### config.mk
export PLATFORM = sky130hd
export DESIGN_NAME = pipe_stage_reg
export DESIGN_NICKNAME = d
export VERILOG_FILES = /design/src/rtl/pipe_stage_reg.sv
export SDC_FILE = /design/constraint.sdc
export NUM_CORES = 1
export LEC_CHECK = 0
export ABC_AREA = 1
export CORE_MARGIN = 2
export CORE_UTILIZATION = 40
export DETAILED_ROUTE_END_ITERATION = 16
export GPL_TIMING_DRIVEN = 0
export PLACE_DENSITY = 0.9
export SKIP_CTS_REPAIR_TIMING = 1
export SYNTH_ARGS = -nofsm -noshare
export SYNTH_HDL_FRONTEND = slang
export SYNTH_SLANG_ARGS = --single-unit
### constraint.sdc
create_clock -name clk -period 1.9 [get_ports clk]
set_clock_uncertainty 0.2 [all_clocks]
set_input_delay 0.19 -clock clk [delete_from_list [all_inputs] [get_ports clk]]
set_output_delay 0.19 -clock clk [all_outputs]
set_load 0.03 [all_outputs]
### src/rtl/pipe_stage_reg.sv
// pipe_stage_reg: reusable pipeline stage register carrying a control and a
// data bundle with valid/ready handshake, stall back-pressure, flush with
// bubble insertion, an optional skid entry and a saturating stall counter.
// Empty entries always hold a zero control bundle so that an empty stage
// behaves as a NOP downstream; data bundles are only cleared by reset.
module pipe_stage_reg #(
    parameter int CTRL_W = 9,
    parameter int DATA_W = 128,
    parameter int SKID   = 0,
    parameter int CNT_W  = 16
) (
    input  logic              clk,
    input  logic              rst_n,
    input  logic              in_valid,
    output logic              in_ready,
    input  logic [CTRL_W-1:0] in_ctrl,
    input  logic [DATA_W-1:0] in_data,
    input  logic              flush,
    output logic              out_valid,
    input  logic              out_ready,
    output logic [CTRL_W-1:0] out_ctrl,
    output logic [DATA_W-1:0] out_data,
    output logic [CNT_W-1:0]  stall_cnt,
    input  logic              stall_clr
);

    logic              main_valid_q, main_valid_d;
    logic [CTRL_W-1:0] main_ctrl_q,  main_ctrl_d;
    logic [DATA_W-1:0] main_data_q,  main_data_d;
    logic              skid_valid_q, skid_valid_d;
    logic [CTRL_W-1:0] skid_ctrl_q,  skid_ctrl_d;
    logic [DATA_W-1:0] skid_data_q,  skid_data_d;
    logic [CNT_W-1:0]  stall_cnt_q,  stall_cnt_d;
    logic              in_xfer;
    logic              out_xfer;

    // With a skid entry, in_ready comes straight from a flop so the upstream
    // ready path is cut; without it, a full stage accepts only while draining.
    assign in_ready  = (SKID != 0) ? !skid_valid_q : (!main_valid_q || out_ready);
    assign out_valid = main_valid_q;
    assign out_ctrl  = main_ctrl_q;
    assign out_data  = main_data_q;
    assign stall_cnt = stall_cnt_q;

    // Next-state for the main/skid entries; flush overrides any transfer.
    always_comb begin
        main_valid_d = main_valid_q;
        main_ctrl_d  = main_ctrl_q;
        main_data_d  = main_data_q;
        skid_valid_d = skid_valid_q;
        skid_ctrl_d  = skid_ctrl_q;
        skid_data_d  = skid_data_q;
        in_xfer      = in_valid && in_ready;
        out_xfer     = main_valid_q && out_ready;
        if (flush) begin
            main_valid_d = 1'b0;
            main_ctrl_d  = '0;
            skid_valid_d = 1'b0;
            skid_ctrl_d  = '0;
        end else if (SKID == 0) begin
            if (in_xfer) begin
                main_valid_d = 1'b1;
                main_ctrl_d  = in_ctrl;
                main_data_d  = in_data;
            end else if (out_xfer) begin
                main_valid_d = 1'b0;
                main_ctrl_d  = '0;
            end
        end else begin
            // in_ready is low while the skid entry is full, so a skid refill
            // of main never coincides with an input transfer.
            if (out_xfer && skid_valid_q) begin
                main_valid_d = 1'b1;
                main_ctrl_d  = skid_ctrl_q;
                main_data_d  = skid_data_q;
                skid_valid_d = 1'b0;
                skid_ctrl_d  = '0;
            end else if (in_xfer && (!main_valid_q || out_xfer)) begin
                main_valid_d = 1'b1;
                main_ctrl_d  = in_ctrl;
                main_data_d  = in_data;
            end else if (in_xfer) begin
                skid_valid_d = 1'b1;
                skid_ctrl_d  = in_ctrl;
                skid_data_d  = in_data;
            end else if (out_xfer) begin
                main_valid_d = 1'b0;
                main_ctrl_d  = '0;
            end
        end
    end

    // Saturating count of cycles where a beat is presented but not taken.
    always_comb begin
        stall_cnt_d = stall_cnt_q;
        if (stall_clr) begin
            stall_cnt_d = '0;
        end else if (main_valid_q && !out_ready && (stall_cnt_q != {CNT_W{1'b1}})) begin
            stall_cnt_d = stall_cnt_q + CNT_W'(1);
        end
    end

    // State registers; reset drops every held beat and clears all fields.
    always_ff @(posedge clk or negedge rst_n) begin
        if (!rst_n) begin
            main_valid_q <= 1'b0;
            main_ctrl_q  <= '0;
            main_data_q  <= '0;
            skid_valid_q <= 1'b0;
            skid_ctrl_q  <= '0;
            skid_data_q  <= '0;
            stall_cnt_q  <= '0;
        end else begin
            main_valid_q <= main_valid_d;
            main_ctrl_q  <= main_ctrl_d;
            main_data_q  <= main_data_d;
            skid_valid_q <= skid_valid_d;
            skid_ctrl_q  <= skid_ctrl_d;
            skid_data_q  <= skid_data_d;
            stall_cnt_q  <= stall_cnt_d;
        end
    end

endmodule

; Word level (Yosys, flattened, before mapping)
; Index checks and enable logic that the tools add are counted.
[op_classes]
addsub = 1
multipliers = 0
div = 0
order_cmp = 0
eq_ne = 1
shift = 0
mux = 8
bitwise_logic = 1
reduce_logical = 10
[op_table]
columns = cell, n
row1 = two-way mux 16 bit, 2
row2 = two-way mux 9 bit, 3
row3 = adder 16 x 1 -> 16 bit (second input constant), 1
row4 = != test 16 bit (second input constant), 1
row5 = logical AND 1 bit, 4
row6 = two-way mux 1 bit, 3
row7 = nonzero test 3 bit, 1
row8 = zero test 1 bit, 2
row9 = AND reduction 2 bit, 1
row10 = nonzero test 2 bit, 1
row11 = logical OR 1 bit, 1
row12 = NOT 1 bit, 1
[word_totals]
register_bits = 154
latchBits = 0
ramBits = 0
romBits = 0
in_bits = 143
out_inout_bits = 155
memories = 0

; Depth between registers and ports, before layout
; Gate-level depths: netlist of run 1.
[depth]
depth_word = 5
depth_mapped = 10
depth_no_buf = 9

; Least setup slack after synthesis of run 1
; Ideal clock, no wire load.
[synth_timing]
path_kind = flip-flop to flip-flop
from = register stall_cnt_q[0] (netlist: stall_cnt[0])
to = register stall_cnt_q[12] (netlist: stall_cnt[12])
setup_time_ns = 0.066
arrival_ns = 1.672
required_time_ns = 1.634
path_slack_ns = -0.038
stages_incl_launch_ff = 11
path_buffers = 1
cell_sequence = dfrtp_1 -> ha_1 -> nand2_1 -> nor2_2 -> nand2_2 -> nor2_4 -> nor2_4 -> nor2_8 -> buf_6 -> nand2_1 -> nand2_1
[synth_between]
elab_chain_len = 3
word_cells_on_any_way = 6
[synth_rtl]
columns = item, line
row1 = from (decl), 33  ; logic [CNT_W-1:0] stall_cnt_q, stall_cnt_d;
row2 = from (signal assigned), 120  ; stall_cnt_q <= stall_cnt_d;
row3 = adder 16 x 1 -> 16 bit or != test 16 bit (tied branches), "99, 98"
row4 = two-way mux 16 bit or logical AND 1 bit (tied branches), 98  ; end else if (main_valid_q && !out_ready && (stall_cnt_q != {CNT_W{1'b1}})) begin
row5 = two-way mux 16 bit or nonzero test 2 bit (tied branches), n/a
; Several ways; a longest one is shown, not always the timed one. The select of a mux whose other input is x is not followed.
; A chain may end at the register's enable or synchronous reset.

; Final worst setup path of run 1
[layout_timing]
from = register main_data_q[40] (netlist: out_data[40])
to = output port out_data[40]
[layout_rtl]
columns = item, line
row1 = from (decl), 29  ; logic [DATA_W-1:0] main_data_q, main_data_d;
row2 = from (signal assigned), 116  ; main_data_q <= main_data_d;
row3 = to (decl), 22  ; output logic [DATA_W-1:0] out_data,
; No word-level cell between the ends.

==> impl_metrics.tcl, run 1 <==
set metrics [dict create \
    grt.overflow.total 0 \
    synth.top_cell.area_share 0.621 \
    final_cell_mix "sky130_fd_sc_hd__nand2_1 (448), sky130_fd_sc_hd__clkdlybuf4s50_1 (251), sky130_fd_sc_hd__dfrtp_1 (152)" \
    cts_tree "built" \
    ff2ff_setup_slack_ns 0.07 \
    synth.yosys.warnings 0 \
    drive_above_1_share 0.0831 \
    final-max-slew-violation-count 0 \
    dieArea_mm2 0.0165 \
    rr_endpoint "stall_cnt[5]$_DFFE_PN0P_" \
    critPathRequiredTime_ns 1.51 \
    synth_area_per_cell_um2 8.44 \
    cts_num_sinks 154 \
    finalHoldViolCount 0 \
    timing.setup.critical_path_class "reg2out" \
    vdd_ir_drop_max_v 0.000621 \
    startpoint_class "flop" \
    fmax_ghz 0.534 \
    hold_start "in_data[65]" \
    clk_pin_slew_worst_paths_ns 0.06 \
    grt_start_max_net_pins 81 \
    maximum_cell_stage_delay_along_the_critical_path_ns 0.71 \
    drt_first_iter_violations 309 \
    design.final.nets 1202 \
    area.growth.synth_to_final_pct 66.0 \
    worst_hold_path_type "in2reg" \
    overall_power_w 0.0103 \
    grt_first_pass_wirelength_um 30100 \
    yosysTopAreaCell "sky130_fd_sc_hd__dfrtp_1" \
    initial_antenna_violation_count 0 \
    post_synth_num_cell_types 22 \
    ant_nets 0 \
    setup_total_negative_slack_ns 0 \
    final.period_utilization 0.985 \
    number_of_detailed_routing_iterations_run_before_antenna_repair 5 \
    clk_root_buffer_cell "sky130_fd_sc_hd__clkbuf_16" \
    ys_ff_latch 154 \
    first_global_vias 6044 \
    dr_total_vias 6118 \
    r2r_cells 9 \
    critical-path-top-delay-family "buffers and inverters" \
    postLayoutCoreUtil 0.678 \
    initial_utilization 0.408 \
    critical_path_end_type "output port" \
    critPathMaxFanout 2 \
    outcome "finished, final reports clean" \
    timing.max_slew.rel_slack 0.493 \
    die_height_um 129 \
    synth.yosys.seq_area_share 0.621 \
    maximum_capacitance_violations 0 \
    timing.final.crit_period_ns 1.87 \
    drt-wirelength-per-cell_um 15.7 \
    tightest_slew_ns 0.755 \
    die_width_um 129 \
    cts_max_path_buffers 2 \
    power.density_mw_per_mm2 996 \
    netlist_top_cells_area "sky130_fd_sc_hd__dfrtp_1 (62%), sky130_fd_sc_hd__nand2_1 (27%), sky130_fd_sc_hd__buf_2 (1.4%)" \
    io_buffers 297 \
    placement_rows 45 \
    startpoint_of_the_most_critical_register_to_register_path "stall_cnt[0]$_DFFE_PN0P_" \
    crit_arrival_ns 1.48 \
    p_leak_nw 5.62 \
    cp_num_buf_inv 1 \
    holdPathStages 3 \
    final_setup_violation_count 0 \
    drc_errors 0 \
    hpwl_um 14200 \
    cp_slowest_cell "sky130_fd_sc_hd__clkdlybuf4s50_1" \
    synth_fp_nets 879 \
    ctsHtreeMaxLevel 4 \
    gp_congestion 0.876 \
    drt-total-wl_um 19700 \
    groute.usage.overall 0.235 \
    synthesis.area_mm2 0.00620 \
    timing.hold.worst_endpoint "out_data[65]$_DFFE_PN0P_" \
    clkLatencyLatePin_ns 0.42 \
    core_region_area_mm2 0.0152 \
    viasPerCell 4.86 \
    antenna_cells_inserted 0 \
    cts-buffers-inserted 17 \
    mapped_cells 735 \
    io_pins 298 \
    mostFrequentLayoutCell "sky130_fd_sc_hd__nand2_1" \
    timing.critical_path.cells "clkdlybuf4s50_1" \
]
## metrics by stage
step	cell area [um2]	std cells	hold WS, ns	setup slack, ns
6_report	10300	1259	0.102	0.0281
5_1_grt	10300	1259	0.0932	-0.00816
4_1_cts	10100	1253	-0.405	-0.332
3_5_place_dp	9440	1221	0.0522	-0.445
3_3_place_gp	9420	1220	0.261	-6.32
2_1_floorplan	6210	735	-0.306	0.0697
## final cells by class
class,count,area [um2]
buffer,32,189
clock buffer,20,467
clock inverter,12,163
fill,1129,4900
inverter,26,97.6
multi-input combinational,523,2140
sequential,154,3860
tap,188,235
timing repair buffer,304,3160
## routing by layer
metal,share of wire,track usage,wire [um],up-vias
met3,0.088,0.0690,1730,60
met2,0.50,0.411,9890,294
met4,0.041,0.116,805,0
li1,-,-,-,2892
met5,0,0,0,-
met1,0.37,0.264,7310,2872
## synthesized netlist by cell type
library cell	number
sky130_fd_sc_hd__buf_1	2
sky130_fd_sc_hd__xor2_1	4
sky130_fd_sc_hd__buf_6	1
sky130_fd_sc_hd__inv_1	19
sky130_fd_sc_hd__nor2_2	2
sky130_fd_sc_hd__o21ai_1	3
sky130_fd_sc_hd__nor2_4	2
sky130_fd_sc_hd__nand2_1	449
sky130_fd_sc_hd__nand3_1	17
sky130_fd_sc_hd__buf_2	17
sky130_fd_sc_hd__nand4_1	12
sky130_fd_sc_hd__inv_2	7
sky130_fd_sc_hd__buf_4	1
sky130_fd_sc_hd__nor2_1	19
sky130_fd_sc_hd__nand2_2	1
sky130_fd_sc_hd__nor2_8	1
sky130_fd_sc_hd__dfrtp_1	154
sky130_fd_sc_hd__ha_1	1
sky130_fd_sc_hd__nor3_1	1
sky130_fd_sc_hd__o21ai_0	7
sky130_fd_sc_hd__clkbuf_1	11
sky130_fd_sc_hd__a21oi_1	4
## logic make-up (layout without fill, tap and decap cells)
group | count (synthesis) | after routing | synth area share
buffers and inverters | 58 | 394 | 0.0403
AND/OR/NAND/NOR | 504 | 504 | 0.320
flip-flops | 154 | 154 | 0.621
XOR/XNOR | 4 | 4 | 0.00565
adder cells (fa/ha/maj) | 1 | 1 | 0.00202
AO/OA/AOI/OAI | 14 | 14 | 0.0113
## state kept, by name, summed over array words and instances, names as in the netlist
register and flops:
out_ctrl 9, out_data 128, out_valid 1, stall_cnt 16
## where the power goes
group / internal [W] / leakage, nW / switching [W]
sequential: 0.00370 / 1.94 / 0.000238
clock: 0.00219 / 0.303 / 0.00140
combinational: 0.00117 / 3.38 / 0.00157
## worst max-delay path by stage
stage / startpoint / end / slack (ns) / cells after the start
finish: out_data[40]$_DFFE_PN0P_ / out_data[40] / 0.03 / 1
global route: stall_cnt[1]$_DFFE_PN0P_ / stall_cnt[4]$_DFFE_PN0P_ / -0.008 / 10
CTS: out_valid$_DFFE_PN0P_ / in_ready / -0.33 / 4
detailed placement: out_ready / out_data[6]$_DFFE_PN0P_ / -0.44 / 9
global placement: rst_n / stall_cnt[1]$_DFFE_PN0P_ / -6.32 / 1
floorplan: stall_cnt[0]$_DFFE_PN0P_ / stall_cnt[12]$_DFFE_PN0P_ / 0.07 / 10
No activity file was read; power rests on OpenSTA's default activity.
==> run 2: changes to the inputs <==
--- a/config.mk
+++ b/config.mk
@@ -6,10 +6,10 @@
 export NUM_CORES = 1
 export LEC_CHECK = 0
 export ABC_AREA = 1
+export CORE_ASPECT_RATIO = 0.75
 export CORE_MARGIN = 2
 export CORE_UTILIZATION = 40
 export DETAILED_ROUTE_END_ITERATION = 16
-export GPL_TIMING_DRIVEN = 0
 export PLACE_DENSITY = 0.9
 export SKIP_CTS_REPAIR_TIMING = 1
 export SYNTH_ARGS = -nofsm -noshare
==> impl_metrics.tcl, run 2 (synthesized netlist as in run 1, its figures left out) <==
set metrics [dict create \
    final_setup_violation_count 0 \
    grt.overflow.total 0 \
    drc_errors 0 \
    startpoint_class "flop" \
    cp_num_buf_inv 1 \
    fin_cells 1258 \
    dieArea_mm2 0.0165 \
    initial_antenna_violation_count 0 \
    viasPerCell 4.80 \
    dr_total_vias 6040 \
    drt_first_iter_violations 395 \
    drt-total-wl_um 19400 \
    die_width_um 148 \
    antenna_cells_inserted 0 \
    finalHoldViolCount 0 \
    final_cell_mix "sky130_fd_sc_hd__nand2_1 (448), sky130_fd_sc_hd__clkdlybuf4s50_1 (240), sky130_fd_sc_hd__dfrtp_1 (152)" \
    maximum_cell_stage_delay_along_the_critical_path_ns 0.70 \
    design.final.nets 1184 \
    clk_root_buffer_cell "sky130_fd_sc_hd__clkbuf_16" \
    critical-path-top-delay-family "buffers and inverters" \
    cp_slowest_cell "sky130_fd_sc_hd__clkdlybuf4s50_1" \
    dpl.cell_count 1223 \
    timing.final.crit_period_ns 1.86 \
    critPathMaxFanout 2 \
    final-max-slew-violation-count 0 \
    groute.usage.overall 0.237 \
    grt_first_pass_wirelength_um 31100 \
    p_leak_nw 5.73 \
    first_global_vias 5986 \
    mostFrequentLayoutCell "sky130_fd_sc_hd__nand2_1" \
    timing.max_slew.rel_slack 0.544 \
    grt_start_max_net_pins 72 \
    timing.setup.critical_path_class "reg2out" \
    number_of_detailed_routing_iterations_run_before_antenna_repair 5 \
    die_height_um 112 \
    placement_rows 39 \
    ant_nets 0 \
    ctsHtreeMaxLevel 4 \
    final.fill_count 1127 \
    fmax_ghz 0.537 \
    cts_tree "built" \
    clkLatencyLatePin_ns 0.41 \
    core_region_area_mm2 0.0152 \
    critPathRequiredTime_ns 1.51 \
    multi_input_comb_area_mm2 0.00214 \
    gp_congestion 0.849 \
    critical_path_end_type "output port" \
    cts_max_path_buffers 2 \
    vdd_ir_drop_max_v 0.000655 \
    crit_arrival_ns 1.47 \
    power.density_mw_per_mm2 987 \
    final.period_utilization 0.980 \
    timing.critical_path.cells "clkdlybuf4s50_1" \
    cts_num_sinks 154 \
    io_pins 298 \
    worst_hold_path_type "in2async" \
    outcome "finished, final reports clean" \
    hpwl_um 13600 \
    maximum_capacitance_violations 0 \
    register_area_mm2 0.00386 \
    clk_pin_slew_worst_paths_ns 0.06 \
    cts-buffers-inserted 17 \
    initial_utilization 0.409 \
    area.growth.synth_to_final_pct 66.4 \
    io_buffers 297 \
    largest_reg_flops 128 \
    drt-wirelength-per-cell_um 15.4 \
    overall_power_w 0.0102 \
    tightest_slew_ns 0.679 \
    drive_above_1_share 0.0674 \
]
-- run 2: cell types whose count changed in the layout (fill, tap and decap cells not counted), sizes merged --
cell | previous run | this run
dlymetal6s2s | 45 | 55
nor2 | 24 | 25
clkdlybuf4s50 | 251 | 240
clkbuf | 37 | 19
clkinvlp | 2 | 3
buf | 22 | 21
-- run 2: per-layer routing --
metal	GRT usage	part of all wire	vias to the layer above
met5	0	0	-
met2	0.393	0.49	264
met4	0.0679	0.019	0
li1	-	-	2845
met1	0.293	0.40	2903
met3	0.0857	0.086	28
-- run 2: worst paths after layout --
check / start / to / slack [ns] / cells after the start
setup / recovery: out_data[58]$_DFFE_PN0P_ / out_data[58] / 0.04 / 1
hold / removal: rst_n / out_data[115]$_DFFE_PN0P_ / 0.08 / 2
setup reg to reg: stall_cnt[0]$_DFFE_PN0P_ / stall_cnt[8]$_DFFE_PN0P_ / 0.11 / 10
hold reg to reg: out_data[9]$_DFFE_PN0P_ / out_data[9]$_DFFE_PN0P_ / 0.27 / 2
max in group asynchronous: rst_n / out_data[30]$_DFFE_PN0P_ / 0.84 / 3
min in group clk: in_data[13] / out_data[13]$_DFFE_PN0P_ / 0.10 / 3
-- run 2: cell type report --
| class | count | area share |
|---|---|---|
| well taps | 205 | 0.0248 |
| clock inverters | 13 | 0.0161 |
| flip-flops and latches | 154 | 0.373 |
| multi-input cells | 524 | 0.207 |
| repair buffers | 317 | 0.325 |
| clock buffers | 19 | 0.0439 |
| inverters | 26 | 0.00969 |
-- run 2: metrics by stage --
stage | worst slack [ns] | util | setup TNS (ns) | instance area [um2] | hold slack [ns]
after global placement | -0.0119 | 0.627 | -0.0387 | 9520 | -0.0326
final | 0.0377 | 0.681 | 0 | 10300 | 0.0807
after global routing | -0.0117 | 0.681 | -0.0151 | 10300 | 0.0960
after floorplan | 0.0697 | - | 0 | 6210 | -0.306
after CTS | -0.133 | 0.668 | -1.19 | 10100 | -0.488
after detailed placement | -0.0331 | 0.627 | -0.171 | 9520 | -0.0359
-- run 2: power by group --
| part | internal [W] | leakage [nW] | total [W] | switching, W |
|---|---|---|---|---|
| logic | 0.00116 | 3.50 | 0.00271 | 0.00155 |
| clock network | 0.00215 | 0.296 | 0.00354 | 0.00139 |
| registers | 0.00370 | 1.94 | 0.00394 | 0.000245 |
| total | 0.00701 | 5.73 | 0.0102 | 0.00318 |
==> run 3: changes to the inputs <==
--- a/config.mk
+++ b/config.mk
@@ -10,6 +10,7 @@
 export CORE_MARGIN = 2
 export CORE_UTILIZATION = 40
 export DETAILED_ROUTE_END_ITERATION = 16
+export GPL_ROUTABILITY_DRIVEN = 0
 export PLACE_DENSITY = 0.9
 export SKIP_CTS_REPAIR_TIMING = 1
 export SYNTH_ARGS = -nofsm -noshare
==> results of run 3 <==
The final DEF is identical to that of run 2; final timing and power are the same.
